### src/rtl/dsp_frame_sequencer.sv
// ----------------------------------------------------------------------------
// dsp_frame_sequencer
//
// Multi-channel sample sequencer sitting between the audio I/O and dsp_core.
// A frame of N_CHANNELS samples is latched, the core is ticked once per
// channel in ascending order, each result is collected into a private slot,
// and the complete output frame is presented in one cycle.
// Also provides frame bypass, overrun detection/counting, a per-channel
// core-ready watchdog with a FAULT state, and deferral of register-write
// commits to frame boundaries.
//
// Ports
//   clk, reset         : clock, synchronous active-low reset
//   enable             : 1 = process through core, 0 = bypass (sampled in IDLE)
//   in_samples/in_valid: input frame and one-cycle frame strobe
//   ready              : high only while idle; frame accepted on in_valid&ready
//   out_samples/out_valid : output frame and one-cycle strobe
//   core_tick/core_channel/core_sample_in : start pulse, channel, sample to core
//   core_sample_out/core_ready            : result and idle/result-valid from core
//   commit_req/core_commit : commit request in, one-cycle commit pulse out
//   clear_errors       : clears sticky flags, leaves FAULT
//   overrun/timeout    : sticky error flags
//   frame_ctr          : completed frames (wraps)
//   overrun_ctr        : dropped frames (saturates)
//
// Every output is a register; the combinational block computes the value each
// output takes in the state being entered, so e.g. core_tick is high exactly
// during the ISSUE cycle.
// ----------------------------------------------------------------------------
module dsp_frame_sequencer #(
    parameter int DATA_W         = 16,
    parameter int N_CHANNELS     = 2,
    parameter int TIMEOUT_CYCLES = 1024,
    parameter int CTR_W          = 32,
    localparam int CH_W          = (N_CHANNELS > 1) ? $clog2(N_CHANNELS) : 1,
    localparam int FRM_W         = N_CHANNELS * DATA_W
) (
    input  logic              clk,
    input  logic              reset,
    input  logic              enable,
    input  logic [FRM_W-1:0]  in_samples,
    input  logic              in_valid,
    output logic              ready,
    output logic [FRM_W-1:0]  out_samples,
    output logic              out_valid,
    output logic              core_tick,
    output logic [CH_W-1:0]   core_channel,
    output logic [DATA_W-1:0] core_sample_in,
    input  logic [DATA_W-1:0] core_sample_out,
    input  logic              core_ready,
    input  logic              commit_req,
    output logic              core_commit,
    input  logic              clear_errors,
    output logic              overrun,
    output logic              timeout,
    output logic [CTR_W-1:0]  frame_ctr,
    output logic [CTR_W-1:0]  overrun_ctr
);

    localparam int               WD_W     = $clog2(TIMEOUT_CYCLES + 1);
    localparam logic [CH_W-1:0]  LAST_CH  = CH_W'(N_CHANNELS - 1);
    localparam logic [WD_W-1:0]  WD_LIMIT = WD_W'(TIMEOUT_CYCLES - 1);

    typedef enum logic [2:0] {
        S_IDLE,
        S_ISSUE,
        S_GUARD,
        S_WAIT,
        S_DONE,
        S_FAULT
    } state_t;

    function automatic logic [CTR_W-1:0] sat_inc(input logic [CTR_W-1:0] v);
        return (&v) ? v : v + CTR_W'(1);
    endfunction

    state_t             state_q, state_d;
    logic [CH_W-1:0]    ch_q, ch_d;
    logic [WD_W-1:0]    wd_q, wd_d;
    logic [FRM_W-1:0]   latched_q, latched_d;
    logic [FRM_W-1:0]   slots_q, slots_d;
    logic               commit_pending_q, commit_pending_d;

    logic               ready_d;
    logic [FRM_W-1:0]   out_samples_d;
    logic               out_valid_d;
    logic               core_tick_d;
    logic [CH_W-1:0]    core_channel_d;
    logic [DATA_W-1:0]  core_sample_in_d;
    logic               core_commit_d;
    logic               overrun_d;
    logic               timeout_d;
    logic [CTR_W-1:0]   frame_ctr_d;
    logic [CTR_W-1:0]   overrun_ctr_d;

    always_comb begin
        state_d          = state_q;
        ch_d             = ch_q;
        wd_d             = wd_q;
        latched_d        = latched_q;
        slots_d          = slots_q;
        commit_pending_d = commit_pending_q | commit_req;
        out_samples_d    = out_samples;
        out_valid_d      = 1'b0;
        core_tick_d      = 1'b0;
        core_channel_d   = core_channel;
        core_sample_in_d = core_sample_in;
        core_commit_d    = 1'b0;
        overrun_d        = overrun;
        timeout_d        = timeout;
        frame_ctr_d      = frame_ctr;
        overrun_ctr_d    = overrun_ctr;

        // Clear first so that a same-cycle error event still sets its flag.
        if (clear_errors) begin
            overrun_d = 1'b0;
            timeout_d = 1'b0;
        end

        // A strobe outside IDLE (DONE and FAULT included) is dropped.
        if (in_valid && (state_q != S_IDLE)) begin
            overrun_d     = 1'b1;
            overrun_ctr_d = sat_inc(overrun_ctr);
        end

        case (state_q)
            S_IDLE: begin
                if (in_valid && enable) begin
                    // Accepted frame: any commit stays pending until its DONE.
                    latched_d        = in_samples;
                    ch_d             = '0;
                    wd_d             = '0;
                    state_d          = S_ISSUE;
                    core_tick_d      = 1'b1;
                    core_channel_d   = '0;
                    core_sample_in_d = in_samples[DATA_W-1:0];
                end else begin
                    if (in_valid) begin
                        out_samples_d = in_samples;
                        out_valid_d   = 1'b1;
                        frame_ctr_d   = frame_ctr + CTR_W'(1);
                    end
                    if (commit_pending_q || commit_req) begin
                        core_commit_d    = 1'b1;
                        commit_pending_d = 1'b0;
                    end
                end
            end

            S_ISSUE: begin
                wd_d    = wd_q + WD_W'(1);
                state_d = S_GUARD;
            end

            // core_ready may still reflect the previous operation here.
            S_GUARD: begin
                wd_d    = wd_q + WD_W'(1);
                state_d = S_WAIT;
            end

            S_WAIT: begin
                if (core_ready) begin
                    slots_d[ch_q*DATA_W +: DATA_W] = core_sample_out;
                    if (ch_q == LAST_CH) begin
                        state_d       = S_DONE;
                        out_valid_d   = 1'b1;
                        out_samples_d = slots_d;
                        frame_ctr_d   = frame_ctr + CTR_W'(1);
                        if (commit_pending_q || commit_req) begin
                            core_commit_d    = 1'b1;
                            commit_pending_d = 1'b0;
                        end
                    end else begin
                        ch_d             = ch_q + CH_W'(1);
                        wd_d             = '0;
                        state_d          = S_ISSUE;
                        core_tick_d      = 1'b1;
                        core_channel_d   = ch_d;
                        core_sample_in_d = latched_q[ch_d*DATA_W +: DATA_W];
                    end
                end else begin
                    // wd_q counts cycles since the tick; the last allowed
                    // waiting cycle is TIMEOUT_CYCLES-1.
                    wd_d = wd_q + WD_W'(1);
                    if (wd_q == WD_LIMIT) begin
                        timeout_d = 1'b1;
                        state_d   = S_FAULT;
                    end
                end
            end

            S_DONE: begin
                state_d = S_IDLE;
            end

            S_FAULT: begin
                if (clear_errors) begin
                    state_d = S_IDLE;
                end
            end

            default: begin
                state_d = S_IDLE;
            end
        endcase

        ready_d = (state_d == S_IDLE);
    end

    always_ff @(posedge clk) begin
        if (!reset) begin
            state_q          <= S_IDLE;
            ch_q             <= '0;
            wd_q             <= '0;
            latched_q        <= '0;
            slots_q          <= '0;
            commit_pending_q <= 1'b0;
            ready            <= 1'b1;
            out_samples      <= '0;
            out_valid        <= 1'b0;
            core_tick        <= 1'b0;
            core_channel     <= '0;
            core_sample_in   <= '0;
            core_commit      <= 1'b0;
            overrun          <= 1'b0;
            timeout          <= 1'b0;
            frame_ctr        <= '0;
            overrun_ctr      <= '0;
        end else begin
            state_q          <= state_d;
            ch_q             <= ch_d;
            wd_q             <= wd_d;
            latched_q        <= latched_d;
            slots_q          <= slots_d;
            commit_pending_q <= commit_pending_d;
            ready            <= ready_d;
            out_samples      <= out_samples_d;
            out_valid        <= out_valid_d;
            core_tick        <= core_tick_d;
            core_channel     <= core_channel_d;
            core_sample_in   <= core_sample_in_d;
            core_commit      <= core_commit_d;
            overrun          <= overrun_d;
            timeout          <= timeout_d;
            frame_ctr        <= frame_ctr_d;
            overrun_ctr      <= overrun_ctr_d;
        end
    end

endmodule

### config.mk
export PLATFORM = sky130hd
export DESIGN_NAME = dsp_frame_sequencer
export DESIGN_NICKNAME = d
export VERILOG_FILES = /design/src/rtl/dsp_frame_sequencer.sv
export SDC_FILE = /design/constraint.sdc
export NUM_CORES = 1
export LEC_CHECK = 0
export CAP_MARGIN = 20
export CORE_MARGIN = 1
export CORE_UTILIZATION = 51
export DETAILED_ROUTE_END_ITERATION = 6
export MAX_ROUTING_LAYER = met4
export PLACE_DENSITY = 0.84
export SETUP_SLACK_MARGIN = 0.5
export SLEW_MARGIN = 20
export SYNTH_ARGS = -nofsm -noshare
export SYNTH_HDL_FRONTEND = slang
export SYNTH_SLANG_ARGS = --single-unit
### constraint.sdc
create_clock -name clk -period 2.33 [get_ports clk]
set_input_delay 0.466 -clock clk [delete_from_list [all_inputs] [get_ports clk]]
set_output_delay 0.466 -clock clk [all_outputs]
set_load 0.05 [all_outputs]
==> results of run 1 <==
## worst paths after layout
| path | startpoint | endpoint | cells after the start |
|---|---|---|---|
| max | overrun_ctr[26] | overrun_ctr[9] | 9 |
| max reg2reg | overrun_ctr[26] | overrun_ctr[9] | 9 |
| min reg2reg | latched_q[31] | latched_q[31] | 2 |
| min | latched_q[31] | latched_q[31] | 2 |
## sequential cells by signal (all words and copies together) (netlist names)
signal and flops:
core_commit 1, overrun 1, core_channel 1, frame_ctr 32, latched_q 16, timeout 1
overrun_ctr 32, commit_pending_q 1, ch_q 1, ready 1, core_tick 1, wd_q 11
state_q 3, out_samples 32, out_valid 1, core_sample_in 16, slots_q 32
## logic make-up (layout without fill, tap and decap cells)
group	after synthesis	after routing	share of synthesized area
xor gates and xnor gates	27	27	0.0296
DFF	183	183	0.458
AOI/OAI and AO/OA	245	245	0.190
buffers and inverters	83	327	0.0394
muxes	38	38	0.0476
and+or+nand+nor	375	375	0.230
adders and majority gates	3	3	0.00470
## what timing repair did
action | 4_1_cts | 5_1_grt
hold buffers | 0 | 0
pin swaps | 65 | 40
cloned | 5 | 2
buffers inserted | 36 | 22
gates resized for setup | 197 | 131
endpoints found under the setup margin | 241 | 178
## power by group through the flow
stage / Clock (uW) / Combinational (uW) / Sequential, uW
after floorplan: 0 / 294 / 3500
after global placement: 0 / 835 / 3320
after detailed placement: 0 / 848 / 3320
after CTS: 2810 / 925 / 3250
after global routing: 2950 / 1030 / 3260
final: 2800 / 979 / 3250
## placed cells by master (no fill, tap or decap), drive strengths merged, types with 2 or more instances in the layout
cell type and n:
nor2 71, o211ai 32, bufbuf 2, clkdlybuf4s15 43
nand3 21, dfxtp 183, a211oi 33, and2 5
xnor2 12, nor3b 2, o31ai 15, clkbuf 43
inv 17, and4 10, a22oi 15, a21oi 108
nand4 34, nand2 145, ha 3, and3 7
xor2 15, mux2i 38, nor2b 4, clkdlybuf4s50 51
clkinvlp 3, a31oi 3, a21o 2, nand3b 2
or3 26, nor3 9, or4 15, clkinv 5
a311oi 2, o41ai 2, dlygate4sd2 56, buf 106
nand2b 8, nor4 12, o21ai 27, o21a 2
## area by class of cell
| class | instances | area [um2] | area share |
|---|---|---|---|
| inverters | 12 | 47.5 | 0.00404 |
| multi-input cells | 688 | 4370 | 0.371 |
| clock inverters | 13 | 114 | 0.00967 |
| flip-flops and latches | 183 | 3780 | 0.321 |
| well taps | 211 | 264 | 0.0224 |
| repair buffers | 283 | 2750 | 0.234 |
| clock buffers | 19 | 454 | 0.0386 |
## per-layer routing
metal	up-vias	track usage	wire length, um
met3	78	0.0758	2080
met5	-	-	0
met4	0	0.130	950
met2	424	0.519	13200
met1	4020	0.372	10500
li1	3922	-	-
## metrics by stage
stage	instance area [um2]	setup TNS, ns	instances
after CTS	11400	0	1385
after global placement	10300	-4.03	1312
final	11800	0	1409
after detailed placement	10300	-5.70	1312
after global routing	11800	0	1409
after floorplan	8180	0	954
## critical path: cells and delay by family (launching register included)
kind / cells / cell delay [ns]
flops: 1 / 0.40
compound gates: 2 / 0.25
buf+inv: 4 / 0.64
simple gates: 3 / 0.77
==> impl_metrics.ini, run 1 <==
[run_status]
status = finished, final reports clean

[floorplanning]
start_util = 0.524
dieHeight_um = 127
dieArea_um2 = 16200
core_um2 = 15300
die_w_um = 127
io_pins = 174
rows = 45

[logic_synthesis]
syn-cell-area_um2 = 8000
syn_nets = 1012
synth.largest_area_cell = dfxtp_1
synth_area_leaders = dfxtp_1, nand2_1, a21oi_1, mux2i_1, nor2_1
postSynthAreaPerCell_um2 = 8.38
synth_seq_area_share = 0.458
synth_edf_count = 0
ys_warn_count = 0
netlist_top_cells_count = dfxtp_1, nand2_1, a21oi_1, nor2_1, clkbuf_1
yosys.area.top_type_share = 0.458
yosysUniqueCellTypes = 46
synthFlopType = dfxtp_1
synthCells = 954
synthArstFlopShare = 0
yosysMostFrequentCell = dfxtp_1
ys_ff_latch = 183

[layout]
drive_gt1_frac = 0.235
fin_nets = 1243
final.fill_count = 988
post-route-util = 0.772
syn_to_final_growth_pct = 47.3
diodes = 0

[critical_path]
crit_fanout = 8
cp-start-kind = flop
critPathSlowestCell = dfxtp_2
cp.required_ns = 2.68
worstPathCellList = and4_1, nand4_1, buf_4, nor4_4, buf_6, buf_6, buf_6, o21ai_1, a21oi_1
r2r_setup_slack_ns = 0.18
cp.arrival_ns = 2.50
worstSetupPathType = flop to flop
cpMostUsedCell = buf_6
cpPeakStageDelay_ns = 0.40
end_kind = flop

[timing]
setup-violations-final = 0
rsz0062_at_grt = yes
max_freq_ghz = 0.465
hold_slack_ns = 0.457
tightest_slew_ns = 0.546
max_slew_margin = 0.637
hold_viol_final = 0
slew_violations = 0
min_period_over_period = 0.923
fin_crit_ns = 2.15
setup_ws_ns = 0.180
fin_skew_ns = 0.00661

[pwr]
seq_power_share = 0.463
swShare = 0.282
ir_drop_mv = 0.642
leakagePower_uw = 0.00432
pwr-share-comb = 0.139
power_uw = 7030
intPower_uw = 5050
clockPowerShare = 0.398
powerDensity_nw_per_um2 = 597
p_sw_uw = 1980

[clock_network]
cts_num_sinks = 183
numCtsBuffers = 17
clock_latency_ns = 0.44
clk_pin_slew_ns = 0.07
cts_buffer_depth = 2
htreeDepth = 4
root_buffer = clkbuf_16
cts_tree = built

[placement]
portBuffers = 173
place.gp.congestion = 0.854
place_hpwl_um = 15600
place_ws_ns = -0.245

[routing]
drt_iter0_drc = 776
wirelength_um = 26800
viasPerCell = 5.99
vias = 8444
drcViolationCount = 0
firstDrtPassIters = 7
routedWlPerCell_um = 19.0
ant_nets = 0

[global_routing]
grt_max_degree = 62
grt_pass1_vias = 7574
globalRoute.totalOverflow = 0
antenna_found_initial = 0
grt_usage = 0.316
grt_pass1_wl_um = 39000

[worst_hold_path]
min_path_type = flop to flop

[run]
drv_cap = 0
No activity file was read; power rests on OpenSTA's default activity.
==> run 2: changes to the inputs <==
--- a/config.mk
+++ b/config.mk
@@ -6,11 +6,13 @@
 export NUM_CORES = 1
 export LEC_CHECK = 0
 export CAP_MARGIN = 20
+export CELL_PAD_IN_SITES_DETAIL_PLACEMENT = 0
+export CELL_PAD_IN_SITES_GLOBAL_PLACEMENT = 2
 export CORE_MARGIN = 1
-export CORE_UTILIZATION = 51
+export CORE_UTILIZATION = 29
 export DETAILED_ROUTE_END_ITERATION = 6
 export MAX_ROUTING_LAYER = met4
-export PLACE_DENSITY = 0.84
+export PLACE_DENSITY = 0.82
 export SETUP_SLACK_MARGIN = 0.5
 export SLEW_MARGIN = 20
 export SYNTH_ARGS = -nofsm -noshare
==> run 2 against run 1 <==
Design area shrank 1.3%. Total power shrank 0.90%. Register-to-register slack gained 0.15 ns. Clock skew grew 0.013 ns. Die area grew 75%. Clock power grew 1%. Wire length shrank 3.7%. Final cell count grew 7.2%.
==> impl_metrics.ini, run 2 (synthesis results as in run 1) <==
[timing]
rsz0062_at_grt = yes
hold_viol_final = 0
slew_violations = 0
setup_tns_ns = 0
fin_crit_ns = 2.00
min_period_over_period = 0.860
max_slew_margin = 0.615
hold_slack_ns = 0.452
setup-violations-final = 0
max_freq_ghz = 0.499
tightest_slew_ns = 0.580
fin_skew_ns = 0.0199

[clock_network]
cts_num_sinks = 183
root_buffer = clkbuf_16
cts_tree = built
htreeDepth = 4
cts_buffer_depth = 2
clock_latency_ns = 0.44
clk_pin_slew_ns = 0.07
numCtsBuffers = 17

[layout]
fin_nets = 1215
diodes = 0
final_common_cell = nand2_1
post-route-util = 0.430
layout_common_cells = nand2_1, dfxtp_1, a21oi_1
fin_area_um2 = 11600
drive_gt1_frac = 0.235
syn_to_final_growth_pct = 45.3

[critical_path]
critical-path-top-delay-family = simple AND/OR/NAND/NOR gates
crit_fanout = 6
worstPathCellList = or4b_4, a21oi_4, nand4_1, buf_6, or4_4, a21oi_2
cp.arrival_ns = 2.37
cp-start-kind = flop
critPathSlowestCell = or4b_4
worstSetupPathType = flop to flop
critPathBufInv = 1
cpPeakStageDelay_ns = 0.56
cp.required_ns = 2.69
end_kind = flop

[routing]
routedWlPerCell_um = 17.1
drt_iter0_drc = 468
ant_nets = 0
vias = 7790
firstDrtPassIters = 5
drcViolationCount = 0
wirelength_um = 25800
viasPerCell = 5.16

[run_status]
status = finished, final reports clean

[global_routing]
antenna_found_initial = 0
grt_usage = 0.189
grt_pass1_vias = 7336
grt_pass1_wl_um = 40900
globalRoute.totalOverflow = 0
grt_max_degree = 98

[placement]
place_area_um2 = 10400
place.gp.congestion = 0.790
portBuffers = 173
place_hpwl_um = 17200

[floorplanning]
dieArea_um2 = 28200
core_um2 = 27000
die_w_um = 168
start_util = 0.296
rows = 60
io_pins = 174
dieHeight_um = 168

[pwr]
powerDensity_nw_per_um2 = 600
leakagePower_uw = 0.00407
ir_drop_mv = 0.444

[worst_hold_path]
min_path_type = flop to flop

[run]
drv_cap = 0
run 2: worst paths after layout:
kind,start,end,slack (ns),depth (start not counted)
worst min-delay path,out_samples[13],out_samples[13],0.45,2
worst min register to register,out_samples[13],out_samples[13],0.45,2
worst max register to register,state_q[1],frame_ctr[31],0.33,6
worst max-delay path,state_q[1],frame_ctr[31],0.33,6
run 2: per-stage QoR:
step / cells / power (uW) / worst slack (ns)
after CTS: 1495 / 7040 / 0.309
after floorplan: 954 / 3800 / 0.341
after global placement: 1436 / 4190 / -0.220
final: 1511 / 6970 / 0.327
after global routing: 1511 / 7270 / 0.238
after detailed placement: 1436 / 4190 / -0.239
run 2: worst reg2reg max path, cell delays in order (launching register included):
cell and delay [ns]:
dfxtp_2 0.33, or4b_4 0.56, a21oi_4 0.20, nand4_1 0.16, buf_6 0.16, or4_4 0.41
a21oi_2 0.13
run 2: where the power goes:
group,switching [uW],internal [uW]
Clock,1370,1470
Combinational,557,327
Sequential,53.8,3190
run 2: layout make-up:
type	instances	area [um2]
fillers	2729	15400
multi-input cells	689	4390
flip-flops and latches	183	3780
repair buffers	254	2400
clock buffers	20	458
well taps	341	427
clock inverters	12	113
inverters	12	47.5
run 2: what timing repair did:
| item | in CTS | in global routing |
|---|---|---|
| gates resized for setup | 212 | 140 |
| hold buffers | 0 | 0 |
| cloned | 4 | 1 |
| hold endpoints to repair | 0 | 0 |
| pin swaps | 40 | 40 |
| setup buffers | 23 | 15 |
| endpoints found under the setup margin | 219 | 178 |
run 2: layer usage:
layer,track usage,part of all wire,vias to the layer above
met1,0.237,0.45,3708
met5,-,0,-
met2,0.297,0.47,200
met4,0.0419,0.0086,0
li1,-,-,3868
met3,0.0595,0.072,14
